[config.mk]
export PLATFORM = sky130hd
export DESIGN_NAME = bsk_bdc_slot_arbiter_flat
export DESIGN_NICKNAME = d
export VERILOG_FILES = /design/src/rtl/bsk_bdc_slot_arbiter_pkg.sv /design/src/rtl/bsk_bdc_slot_arbiter_if.sv /design/src/rtl/bsk_bdc_slot_arbiter_rr_pick.sv /design/src/rtl/bsk_bdc_slot_arbiter.sv /design/src/flat_wrapper.sv
export SDC_FILE = /design/constraint.sdc
export NUM_CORES = 1
export LEC_CHECK = 0
export CORE_MARGIN = 2
export CORE_UTILIZATION = 58
export CTS_BUF_LIST = sky130_fd_sc_hd__clkbuf_16
export DETAILED_ROUTE_END_ITERATION = 6
export PLACE_DENSITY_LB_ADDON = 0.25
export SLEW_MARGIN = 25
export SYNTH_ARGS = -nofsm -noshare
export SYNTH_HDL_FRONTEND = slang
export SYNTH_SLANG_ARGS = --single-unit
[constraint.sdc]
create_clock -name clk -period 10.5 [get_ports clk]
set_clock_uncertainty 0.1 [all_clocks]
set_input_delay 2.625 -clock clk [delete_from_list [all_inputs] [get_ports clk]]
set_output_delay 2.625 -clock clk [all_outputs]
set_load 0.01 [all_outputs]
[src/rtl/bsk_bdc_slot_arbiter_pkg.sv]
// Shared parameters for the bsk broadcast network, plus helpers used by
// the slot arbiter.
package bsk_ntw_common_param_pkg;
  localparam int BSK_BDC_BURST_MAX = 16;
  localparam int BSK_BDC_GUARD_CYC = 2;
endpackage

package bsk_bdc_slot_arbiter_pkg;
  function automatic int idx_width(input int n);
    return (n > 1) ? $clog2(n) : 1;
  endfunction

  // A zero-length burst, or one longer than the counter can track, is never granted.
  function automatic logic len_legal(input int len, input int max_len);
    return (len != 0) && (len <= max_len);
  endfunction
endpackage

[src/rtl/bsk_bdc_slot_arbiter_if.sv]
// Request/grant bundle between the bsk servers and the broadcast slot arbiter.
interface bsk_bdc_slot_arbiter_if
  import bsk_ntw_common_param_pkg::*;
  import bsk_bdc_slot_arbiter_pkg::*;
#(
  parameter int SRV_NB    = 6,
  parameter int BURST_MAX = BSK_BDC_BURST_MAX
);
  localparam int BURST_W = $clog2(BURST_MAX + 1);
  localparam int IDX_W   = idx_width(SRV_NB);

  logic                            arb_en;
  logic [SRV_NB-1:0]               srv_req;
  logic [SRV_NB-1:0][BURST_W-1:0]  srv_req_len;
  logic [SRV_NB-1:0]               srv_gnt;
  logic                            gnt_last;
  logic [IDX_W-1:0]                owner_id;
  logic                            busy;
  logic                            err_len;

  modport master (
    output arb_en, srv_req, srv_req_len,
    input  srv_gnt, gnt_last, owner_id, busy, err_len
  );

  modport slave (
    input  arb_en, srv_req, srv_req_len,
    output srv_gnt, gnt_last, owner_id, busy, err_len
  );
endinterface

[src/rtl/bsk_bdc_slot_arbiter_rr_pick.sv]
// Round-robin picker: first set request at or after the pointer, wrapping.
module bsk_bdc_rr_pick #(
  parameter int SRV_NB = 6,
  parameter int IDX_W  = 3
) (
  input  logic [SRV_NB-1:0] req_i,
  input  logic [IDX_W-1:0]  ptr_i,
  output logic [SRV_NB-1:0] onehot_o,
  output logic [IDX_W-1:0]  idx_o,
  output logic              found_o
);
  logic [IDX_W-1:0] cand;

  always_comb begin
    onehot_o = '0;
    idx_o    = '0;
    found_o  = 1'b0;
    cand     = '0;
    for (int i = 0; i < SRV_NB; i++) begin
      cand = IDX_W'((int'(ptr_i) + i) % SRV_NB);
      if (!found_o && req_i[cand]) begin
        found_o         = 1'b1;
        idx_o           = cand;
        onehot_o[cand]  = 1'b1;
      end
    end
  end
endmodule

[src/rtl/bsk_bdc_slot_arbiter.sv]
// Time-slot arbiter for the shared broadcast OR tree: one server at a time,
// fixed-length bursts, guard gap between bursts. All outputs are flops.
module bsk_bdc_slot_arbiter
  import bsk_ntw_common_param_pkg::*;
  import bsk_bdc_slot_arbiter_pkg::*;
#(
  parameter int SRV_NB    = 6,
  parameter int BURST_MAX = BSK_BDC_BURST_MAX,
  parameter int GUARD_CYC = BSK_BDC_GUARD_CYC
) (
  input logic                   clk,
  input logic                   a_rst,
  bsk_bdc_slot_arbiter_if.slave bus
);
  localparam int BURST_W    = $clog2(BURST_MAX + 1);
  localparam int IDX_W      = idx_width(SRV_NB);
  localparam int GCNT_W     = (GUARD_CYC > 1) ? $clog2(GUARD_CYC) : 1;
  localparam int GUARD_LOAD = (GUARD_CYC > 0) ? GUARD_CYC - 1 : 0;

  typedef enum logic [1:0] {IDLE, GRANT, GUARD} state_e;

  state_e             state_q, state_d;
  logic [BURST_W-1:0] beat_q, beat_d;
  logic [GCNT_W-1:0]  guard_q, guard_d;
  logic [IDX_W-1:0]   rr_q, rr_d;
  logic [SRV_NB-1:0]  gnt_q, gnt_d;
  logic               last_q, last_d;
  logic [IDX_W-1:0]   owner_q, owner_d;
  logic               busy_q, busy_d;
  logic               err_q, err_d;

  logic [SRV_NB-1:0]  valid_vec;
  logic [SRV_NB-1:0]  bad_vec;
  logic [SRV_NB-1:0]  win_oh;
  logic [IDX_W-1:0]   win_idx;
  logic               win_found;
  logic [BURST_W-1:0] len_sel;

  always_comb begin
    valid_vec = '0;
    bad_vec   = '0;
    for (int i = 0; i < SRV_NB; i++) begin
      valid_vec[i] = bus.srv_req[i] & len_legal(int'(bus.srv_req_len[i]), BURST_MAX);
      bad_vec[i]   = bus.srv_req[i] & ~len_legal(int'(bus.srv_req_len[i]), BURST_MAX);
    end
  end

  bsk_bdc_rr_pick #(
    .SRV_NB (SRV_NB),
    .IDX_W  (IDX_W)
  ) u_pick (
    .req_i    (valid_vec),
    .ptr_i    (rr_q),
    .onehot_o (win_oh),
    .idx_o    (win_idx),
    .found_o  (win_found)
  );

  assign len_sel = bus.srv_req_len[win_idx];

  // Output values are computed for the next state so every port comes straight off a flop.
  always_comb begin
    state_d = state_q;
    beat_d  = beat_q;
    guard_d = guard_q;
    rr_d    = rr_q;
    gnt_d   = '0;
    last_d  = 1'b0;
    owner_d = '0;
    busy_d  = 1'b0;
    err_d   = 1'b0;
    case (state_q)
      IDLE: begin
        if (bus.arb_en) begin
          err_d = |bad_vec;
          if (win_found) begin
            state_d = GRANT;
            beat_d  = len_sel - BURST_W'(1);
            rr_d    = (win_idx == IDX_W'(SRV_NB - 1)) ? '0 : win_idx + IDX_W'(1);
            gnt_d   = win_oh;
            owner_d = win_idx;
            last_d  = (len_sel == BURST_W'(1));
            busy_d  = 1'b1;
          end
        end
      end
      GRANT: begin
        if (beat_q == '0) begin
          if (GUARD_CYC > 0) begin
            state_d = GUARD;
            guard_d = GCNT_W'(GUARD_LOAD);
            busy_d  = 1'b1;
          end else begin
            state_d = IDLE;
          end
        end else begin
          beat_d  = beat_q - BURST_W'(1);
          gnt_d   = gnt_q;
          owner_d = owner_q;
          last_d  = (beat_q == BURST_W'(1));
          busy_d  = 1'b1;
        end
      end
      GUARD: begin
        if (guard_q == '0) begin
          state_d = IDLE;
        end else begin
          guard_d = guard_q - GCNT_W'(1);
          busy_d  = 1'b1;
        end
      end
      default: state_d = IDLE;
    endcase
  end

  always_ff @(posedge clk or posedge a_rst) begin
    if (a_rst) begin
      state_q <= IDLE;
      beat_q  <= '0;
      guard_q <= '0;
      rr_q    <= '0;
      gnt_q   <= '0;
      last_q  <= 1'b0;
      owner_q <= '0;
      busy_q  <= 1'b0;
      err_q   <= 1'b0;
    end else begin
      state_q <= state_d;
      beat_q  <= beat_d;
      guard_q <= guard_d;
      rr_q    <= rr_d;
      gnt_q   <= gnt_d;
      last_q  <= last_d;
      owner_q <= owner_d;
      busy_q  <= busy_d;
      err_q   <= err_d;
    end
  end

  assign bus.srv_gnt  = gnt_q;
  assign bus.gnt_last = last_q;
  assign bus.owner_id = owner_q;
  assign bus.busy     = busy_q;
  assign bus.err_len  = err_q;
endmodule

[src/flat_wrapper.sv]
// flat-port wrapper written by rule: the top's interface ports become plain ports
module bsk_bdc_slot_arbiter_flat import bsk_ntw_common_param_pkg::*; import bsk_bdc_slot_arbiter_pkg::*;
#(
  parameter int SRV_NB    = 6,
  parameter int BURST_MAX = BSK_BDC_BURST_MAX,
  parameter int GUARD_CYC = BSK_BDC_GUARD_CYC
)
  (clk, a_rst, bus_arb_en, bus_srv_req, bus_srv_req_len, bus_srv_gnt, bus_gnt_last, bus_owner_id, bus_busy, bus_err_len);
  bsk_bdc_slot_arbiter_if #(.SRV_NB(SRV_NB), .BURST_MAX(BURST_MAX)) bus_i ();
  input logic clk;
  input logic a_rst;
  input wire logic [$bits(bus_i.arb_en)-1:0] bus_arb_en;
  input wire logic [$bits(bus_i.srv_req)-1:0] bus_srv_req;
  input wire logic [$bits(bus_i.srv_req_len)-1:0] bus_srv_req_len;
  output wire logic [$bits(bus_i.srv_gnt)-1:0] bus_srv_gnt;
  output wire logic [$bits(bus_i.gnt_last)-1:0] bus_gnt_last;
  output wire logic [$bits(bus_i.owner_id)-1:0] bus_owner_id;
  output wire logic [$bits(bus_i.busy)-1:0] bus_busy;
  output wire logic [$bits(bus_i.err_len)-1:0] bus_err_len;
  assign bus_i.arb_en = bus_arb_en;
  assign bus_i.srv_req = bus_srv_req;
  assign bus_i.srv_req_len = bus_srv_req_len;
  assign bus_srv_gnt = bus_i.srv_gnt;
  assign bus_gnt_last = bus_i.gnt_last;
  assign bus_owner_id = bus_i.owner_id;
  assign bus_busy = bus_i.busy;
  assign bus_err_len = bus_i.err_len;
  bsk_bdc_slot_arbiter #(.SRV_NB(SRV_NB), .BURST_MAX(BURST_MAX), .GUARD_CYC(GUARD_CYC)) u_core (.clk(clk), .a_rst(a_rst), .bus(bus_i));
endmodule
# Word-level counts from Yosys, hierarchy flattened
# Index checks and enable logic that the tools add are counted.
dict set report totals {
  ff_bits 23
  output_inout_bits 12
  wordCells 188
}
dict set report op_classes {
  n_addsub 9
  n_div 6
  magnitude_cmp 19
  n_eq_ne 10
  muxes 75
  bitwise 23
  reduce_logical 37
}
# operator count
set op_table {}
lappend op_table {{32-bit by 4-bit remainder unit with 32-bit output, second input constant} 5}
lappend op_table {{6-bit two-way mux} 9}
lappend op_table {{4-bit by 4-bit remainder unit with 32-bit output, second input constant} 1}
lappend op_table {{5-bit less-or-equal comparator, second input constant} 6}
lappend op_table {{3-bit two-way mux} 10}
lappend op_table {{6-bit OR} 5}
lappend op_table {{5-bit nonzero test} 6}
lappend op_table {{3-bit by 4-bit less-than comparator with 1-bit output, second input constant} 7}
lappend op_table {{1-bit two-way mux} 28}
lappend op_table {{5-bit two-way mux} 4}
lappend op_table {{1-bit binary-select mux with 3-bit select} 6}
lappend op_table {{1-bit demux with 3-bit select} 6}
lappend op_table {{3-bit by 1-bit >= comparator with 1-bit output, second input constant} 6}
lappend op_table {{1-bit logical AND} 17}
lappend op_table {{5-bit binary-select mux with 3-bit select} 1}
lappend op_table {{1-bit AND} 12}
lappend op_table {{6-bit case mux with 2 select lines} 1}
lappend op_table {{5-bit by 1-bit equality test with 1-bit output, second input constant} 2}
lappend op_table {{5-bit case mux with 2 select lines} 1}
lappend op_table {{5-bit by 1-bit subtractor with 5-bit output, second input constant} 2}
lappend op_table {{3-bit by 2-bit adder with 4-bit output, second input constant} 2}
lappend op_table {{3-bit by 3-bit adder with 4-bit output, second input constant} 2}
lappend op_table {{2-bit two-way mux} 4}
lappend op_table {{2-bit != test, second input constant} 4}
lappend op_table {{20 further kinds} 32}

# Longest topological paths before layout
dict set report depth {
  ltp_word 27
  ltp_mapped 23
  ltp_nobuf 21
}

# Modules after synthesis
# Synthesis repeated with hierarchy kept, for this count alone.
dict set report unflattened {
  cells_unflattened 327
  area_unflattened_um2 2736.4
}
# module n_inst cells_per_inst area_per_inst_um2
set by_module_without_submodules {}
lappend by_module_without_submodules {bsk_bdc_slot_arbiter 1 163 1564.0}
lappend by_module_without_submodules {bsk_bdc_rr_pick 1 164 1172.4}

# Worst setup path after synthesis
# Ideal clock, no wire load.
dict set report synth_path {
  path_type {input-to-reg}
  startpoint {input port bus_srv_req_len[13]}
  endpoint {register u_core.beat_q[4]}
  setup_ps 129
  t_arrival_ps 5953
  setup_slack_ps 4317
  cell_stages 17
  n_path_buf 1
  cell_sequence {nor4_2 mux2i_1 nor3_1 a311o_1 o22ai_2 nor2b_1 or3b_1 o221a_2 clkbuf_1 o21ai_0 a21oi_1 nor2_1 ha_1 inv_1 a2111oi_2 xnor2_1 o21ai_0}
}
dict set report synth_between {
  elab_chain_len 27
}
# element line
set synth_lines {}
lappend synth_lines {{from (decl)} flat_wrapper.sv:14} ;# input wire logic [$bits(bus_i.srv_req_len)-1:0] bus_srv_req_len;
lappend synth_lines {{5-bit less-or-equal comparator or 5-bit nonzero test (tied branches)} bsk_bdc_slot_arbiter_pkg.sv:15} ;# return (len != 0) && (len <= max_len);
lappend synth_lines {{1-bit logical AND} bsk_bdc_slot_arbiter_pkg.sv:15}
lappend synth_lines {{1-bit AND} bsk_bdc_slot_arbiter.sv:43} ;# valid_vec[i] = bus.srv_req[i] & len_legal(int'(bus.srv_req_len[i]), BURST_MAX);
lappend synth_lines {{1-bit binary-select mux with 3-bit select} bsk_bdc_slot_arbiter_rr_pick.sv:21} ;# if (!found_o && req_i[cand]) begin
lappend synth_lines {{1-bit two-way mux (not written as such)} bsk_bdc_slot_arbiter_rr_pick.sv:21}
lappend synth_lines {{1-bit two-way mux} bsk_bdc_slot_arbiter_rr_pick.sv:21}
lappend synth_lines {{1-bit zero test} bsk_bdc_slot_arbiter_rr_pick.sv:21}
lappend synth_lines {{1-bit logical AND} bsk_bdc_slot_arbiter_rr_pick.sv:21}
lappend synth_lines {{[... 11 more ...]} -}
lappend synth_lines {{1-bit logical AND} bsk_bdc_slot_arbiter_rr_pick.sv:21}
lappend synth_lines {{3-bit two-way mux} bsk_bdc_slot_arbiter_rr_pick.sv:21}
lappend synth_lines {{5-bit binary-select mux with 3-bit select} bsk_bdc_slot_arbiter.sv:59} ;# assign len_sel = bus.srv_req_len[win_idx];
lappend synth_lines {{5-bit two-way mux (not written as such)} bsk_bdc_slot_arbiter.sv:59}
lappend synth_lines {{5-bit by 1-bit subtractor with 5-bit output} bsk_bdc_slot_arbiter.sv:78} ;# beat_d = len_sel - BURST_W'(1);
lappend synth_lines {{5-bit two-way mux} bsk_bdc_slot_arbiter.sv:76} ;# if (win_found) begin
lappend synth_lines {{5-bit two-way mux} bsk_bdc_slot_arbiter.sv:74} ;# if (bus.arb_en) begin
lappend synth_lines {{5-bit case mux with 2 select lines} bsk_bdc_slot_arbiter.sv:72} ;# case (state_q)
lappend synth_lines {{to (signal assigned)} bsk_bdc_slot_arbiter.sv:129} ;# beat_q <= beat_d;
lappend synth_lines {{to (decl)} bsk_bdc_slot_arbiter.sv:23} ;# logic [BURST_W-1:0] beat_q, beat_d;
# Several ways; a longest one is shown, not always the timed one. The select of a mux whose other input is x is not followed.
# A chain may end at the register's enable or synchronous reset.

# Worst setup path in the final report
dict set report layout_path {
  startpoint {input port bus_srv_req_len[18]}
  endpoint {register u_core.beat_q[4]}
}
# The elaborated chain is that of the path after synthesis.

==> run_results.csv <==
group,metric,value,unit
cts,ctsResizeCount,0,
worst_setup_path,timing.rr.start,"u_core.rr_q[1]$_DFFE_PP0P_",
cts,clock_latency,0.26,ns
sta,setup_viol,0,
global_route,antenna_found_initial,0,
place,dp_hpwl,6560,um
detailed_routing,wl_per_cell,17.2,um
global_route,grt_util_met3,2.01,%
logic_synthesis,synth_top_cells_by_area,"dfrtp_1 20%, ha_1 7.8%, mux2i_1 6.6%",
logic_synthesis,synth_edf_count,0,
die,ioPinCount,51,
logic_synthesis,syn-mean-instance-area,8.02,um2
logic_synthesis,synth.cell_area,2900,um2
cts,clock_sinks,23,
global_route,overflow,0,
sta,min_period,7.32,ns
cts,ctsHoldBuffers,0,
global_route,met2_usage,49.6,%
die,coreArea,4790,um2
worst_setup_path,worst-r2r-cell-count,21,
global_route,grt_pass1_vias,2722,
global_route,gr-usage-all-layers,29.8,%
worst_setup_path,crit_path_frequent_cell,"mux2i_1",
logic_synthesis,synth_xor_area_share,5.09,%
logic_synthesis,yosys.area_share.simple,27.2,%
cts,cts_setup_buffers,0,
sta,rsz0062_at_grt,"false",
detailed_routing,drt_iter0_drc,194,
worst_setup_path,endpoint_kind,"flop",
logic_synthesis,ys_seq_elements,23,
die,die_area,5580,um2
cells_and_area,seq_area,576,um2
die,initial_core_util,60.6,%
cells_and_area,antenna_cells,0,
logic_synthesis,synth_top_area_share,19.8,%
cells_and_area,fin_nets,465,
sta,period_share,69.7,%
detailed_routing,vias,2992,
place,routabilityCongestion,0.979,
logic_synthesis,netlist-cell-type-count,71,
logic_synthesis,netlist_instances,362,
worst_setup_path,max_stage_delay,0.65,ns
logic_synthesis,synth_compound_area_share,27.3,%
worst_setup_path,worstSetupPathType,"primary input to flop",
place,port_buffers,50,
sta,clock.fmax,0.137,GHz
cts,cts_tree,"built",
cts,cts_max_level,1,
sta,relSlewSlack,45.6,%
sta,hold_viol,0,
global_route,met1_usage,41.9,%
global_route,top_usage_layer,"met2",
cells_and_area,multi_input_area,2180,um2
worst_setup_path,cp_cell_sequence,"clkdlybuf4s50_1 -> nor4_2 -> mux2i_1 -> o211ai_2 -> o311ai_2 -> nor4_4 -> nand4bb_1 -> o22ai_2 -> mux2i_1 -> a21oi_1 -> nor2_1 -> ha_1 -> inv_1 -> a2111oi_2 -> xnor2_1 -> o21ai_0",
sta,maxSlewViolCount,0,
hold_path,whs_endpoint,"u_core.bus.owner_id[0]$_DFFE_PP0N_",
die,rows,25,
outcome,status,"finished, final reports clean",
worst_setup_path,cp_max_fo,12,
detailed_routing,routed_via_density,6.31,
cells_and_area,n_fill_cell,369,
hold_path,hold_class,"flop to flop",
worst_setup_path,rr_endpoint,"u_core.beat_q[4]$_DFFE_PP0P_",
cts,cts-root-buf,"clkbuf_16",
logic_synthesis,yosysWarningCount,0,
logic_synthesis,ys.flop_type,"dfrtp_1",
cts,cts_buffers,3,
logic_synthesis,synthMuxAreaShare,7.72,%
logic_synthesis,synth.most_common_cell,"nand2_1",
worst_setup_path,slowest_stage,"o22ai_2",
worst_setup_path,startpoint_type,"primary input",
cells_and_area,drive_gt1_share,9.34,%
detailed_routing,dr.pass1.iters,4,
detailed_routing,drcViolationCount,0,
die,die_x,74.7,um
hold_path,whs_path_depth,2,
cts,cts.clk_slew.worst_paths,0.06,ns
detailed_routing,ant_nets,0,
sta,tightest_slew,0.814,ns
cts,clock_path_buffers,2,
sta,tns,0,ns
global_route,grt_max_degree,35,
hold_path,hp-start,"u_core.bus.owner_id[0]$_DFFE_PP0N_",
detailed_routing,wirelength,8150,um
worst_setup_path,cp.required,10.53,ns
worst_setup_path,worst_ep_arrival_time,7.35,ns
logic_synthesis,syn_nets,419,
logic_synthesis,synth_top_family_by_area,"compound AO/OA/AOI/OAI gates",
logic_synthesis,synthAdderAreaFrac,7.76,%
logic_synthesis,yosysSeqAreaShare,19.8,%
global_route,grt_pass1_wl,13100,um
job,drv_cap,0,
logic_synthesis,synthArstFlopShare,100,%
cells_and_area,syn_to_final_growth,21.4,%
logic_synthesis,synth_common_cells,"37 x nand2_1, 30 x nor2_1, 28 x o21ai_0",
logic_synthesis,synth_top_area_cell,"dfrtp_1",
die,die_y,74.7,um
worst_setup_path,r2r_slack,4.48,ns
==> layout make-up <==
class,count,share of cell area [%]
clock buffer,3,2.13
clock inverter,1,0.213
inverter,23,2.45
multi-input combinational,305,61.8
sequential,23,16.3
tap,67,2.38
timing repair buffer,52,14.6
==> cells by family after synthesis <==
group | after synthesis
AOI/OAI and AO/OA | 109
xor gates and xnor gates | 16
adders and majority gates | 18
buffers and inverters | 34
DFF | 23
muxes | 22
and+or+nand+nor | 140
==> worst max-delay path, delay by kind of cell <==
kind,cells,cell delay [ns]
adder cells (fa/ha/maj),1,0.22
XOR/XNOR,1,0.16
multiplexers,2,0.60
AND/OR/NAND/NOR,4,1.57
buffers and inverters,2,0.50
AO/OA/AOI/OAI,6,1.67
==> metal layers <==
layer / up-vias / wire, um
li1: 1450 / -
met4: 0 / 108
met2: 123 / 3920
met3: 13 / 482
met1: 1406 / 3640
met5: - / 0
==> worst max-delay path by stage <==
| stage | from | end | slack (ns) | cells after the start |
|---|---|---|---|---|
| 6_report | bus_srv_req_len[18] | u_core.beat_q[4]$_DFFE_PP0P_ | 3.18 | 16 |
| 3_3_place_gp | bus_srv_req_len[13] | u_core.beat_q[4]$_DFFE_PP0P_ | 3.07 | 16 |
| 3_5_place_dp | bus_srv_req_len[13] | u_core.beat_q[4]$_DFFE_PP0P_ | 3.02 | 16 |
| 5_1_grt | bus_srv_req_len[13] | u_core.beat_q[4]$_DFFE_PP0P_ | 2.78 | 16 |
| 4_1_cts | bus_srv_req_len[13] | u_core.beat_q[4]$_DFFE_PP0P_ | 3.28 | 16 |
| 2_1_floorplan | bus_srv_req_len[13] | u_core.beat_q[4]$_DFFE_PP0P_ | 4.32 | 17 |
==> stage by stage <==
step	instance area (um2)	setup slack (ns)	hold WS, ns	cells	utilization [%]
after floorplan	2900	4.32	0.372	362	-
after global placement	3440	3.07	0.360	470	71.9
after detailed placement	3440	3.02	0.365	470	71.9
after CTS	3520	3.28	0.380	474	73.6
after global routing	3520	2.78	0.401	474	73.6
final	3520	3.18	0.379	474	73.6
==> registers in the layout (all words and copies together), names as in the netlist, 2 cells and up <==
name                 cells
u_core.rr_q              3
u_core.state_q           2
u_core.bus.owner_id      3
u_core.bus.srv_gnt       6
u_core.beat_q            5
==> cell usage in the layout, fill, tap and decap left out, types with 3 or more instances in the layout <==
| cell type | count |
|---|---|
| inv_1 | 22 |
| a21boi_0 | 3 |
| a31oi_1 | 7 |
| nand3b_1 | 9 |
| xnor2_1 | 14 |
| clkdlybuf4s50_1 | 50 |
| a22o_1 | 3 |
| nor4_2 | 6 |
| o31ai_1 | 5 |
| or3b_2 | 3 |
| and2_1 | 4 |
| nand2b_1 | 3 |
| nor2b_1 | 3 |
| dfrtp_1 | 23 |
| mux2_2 | 3 |
| nor3_1 | 8 |
| a211oi_1 | 6 |
| nor2_1 | 30 |
| ha_1 | 18 |
| nand2_1 | 37 |
| o21ai_0 | 28 |
| a21oi_1 | 17 |
| mux2i_1 | 19 |
| clkbuf_16 | 3 |
| or3b_1 | 3 |
| nand3_1 | 17 |
| o211ai_1 | 9 |
Power is left out: the tool's default activity adds up to more than one toggle a clock period on the data nets, which glitch-free logic cannot reach.
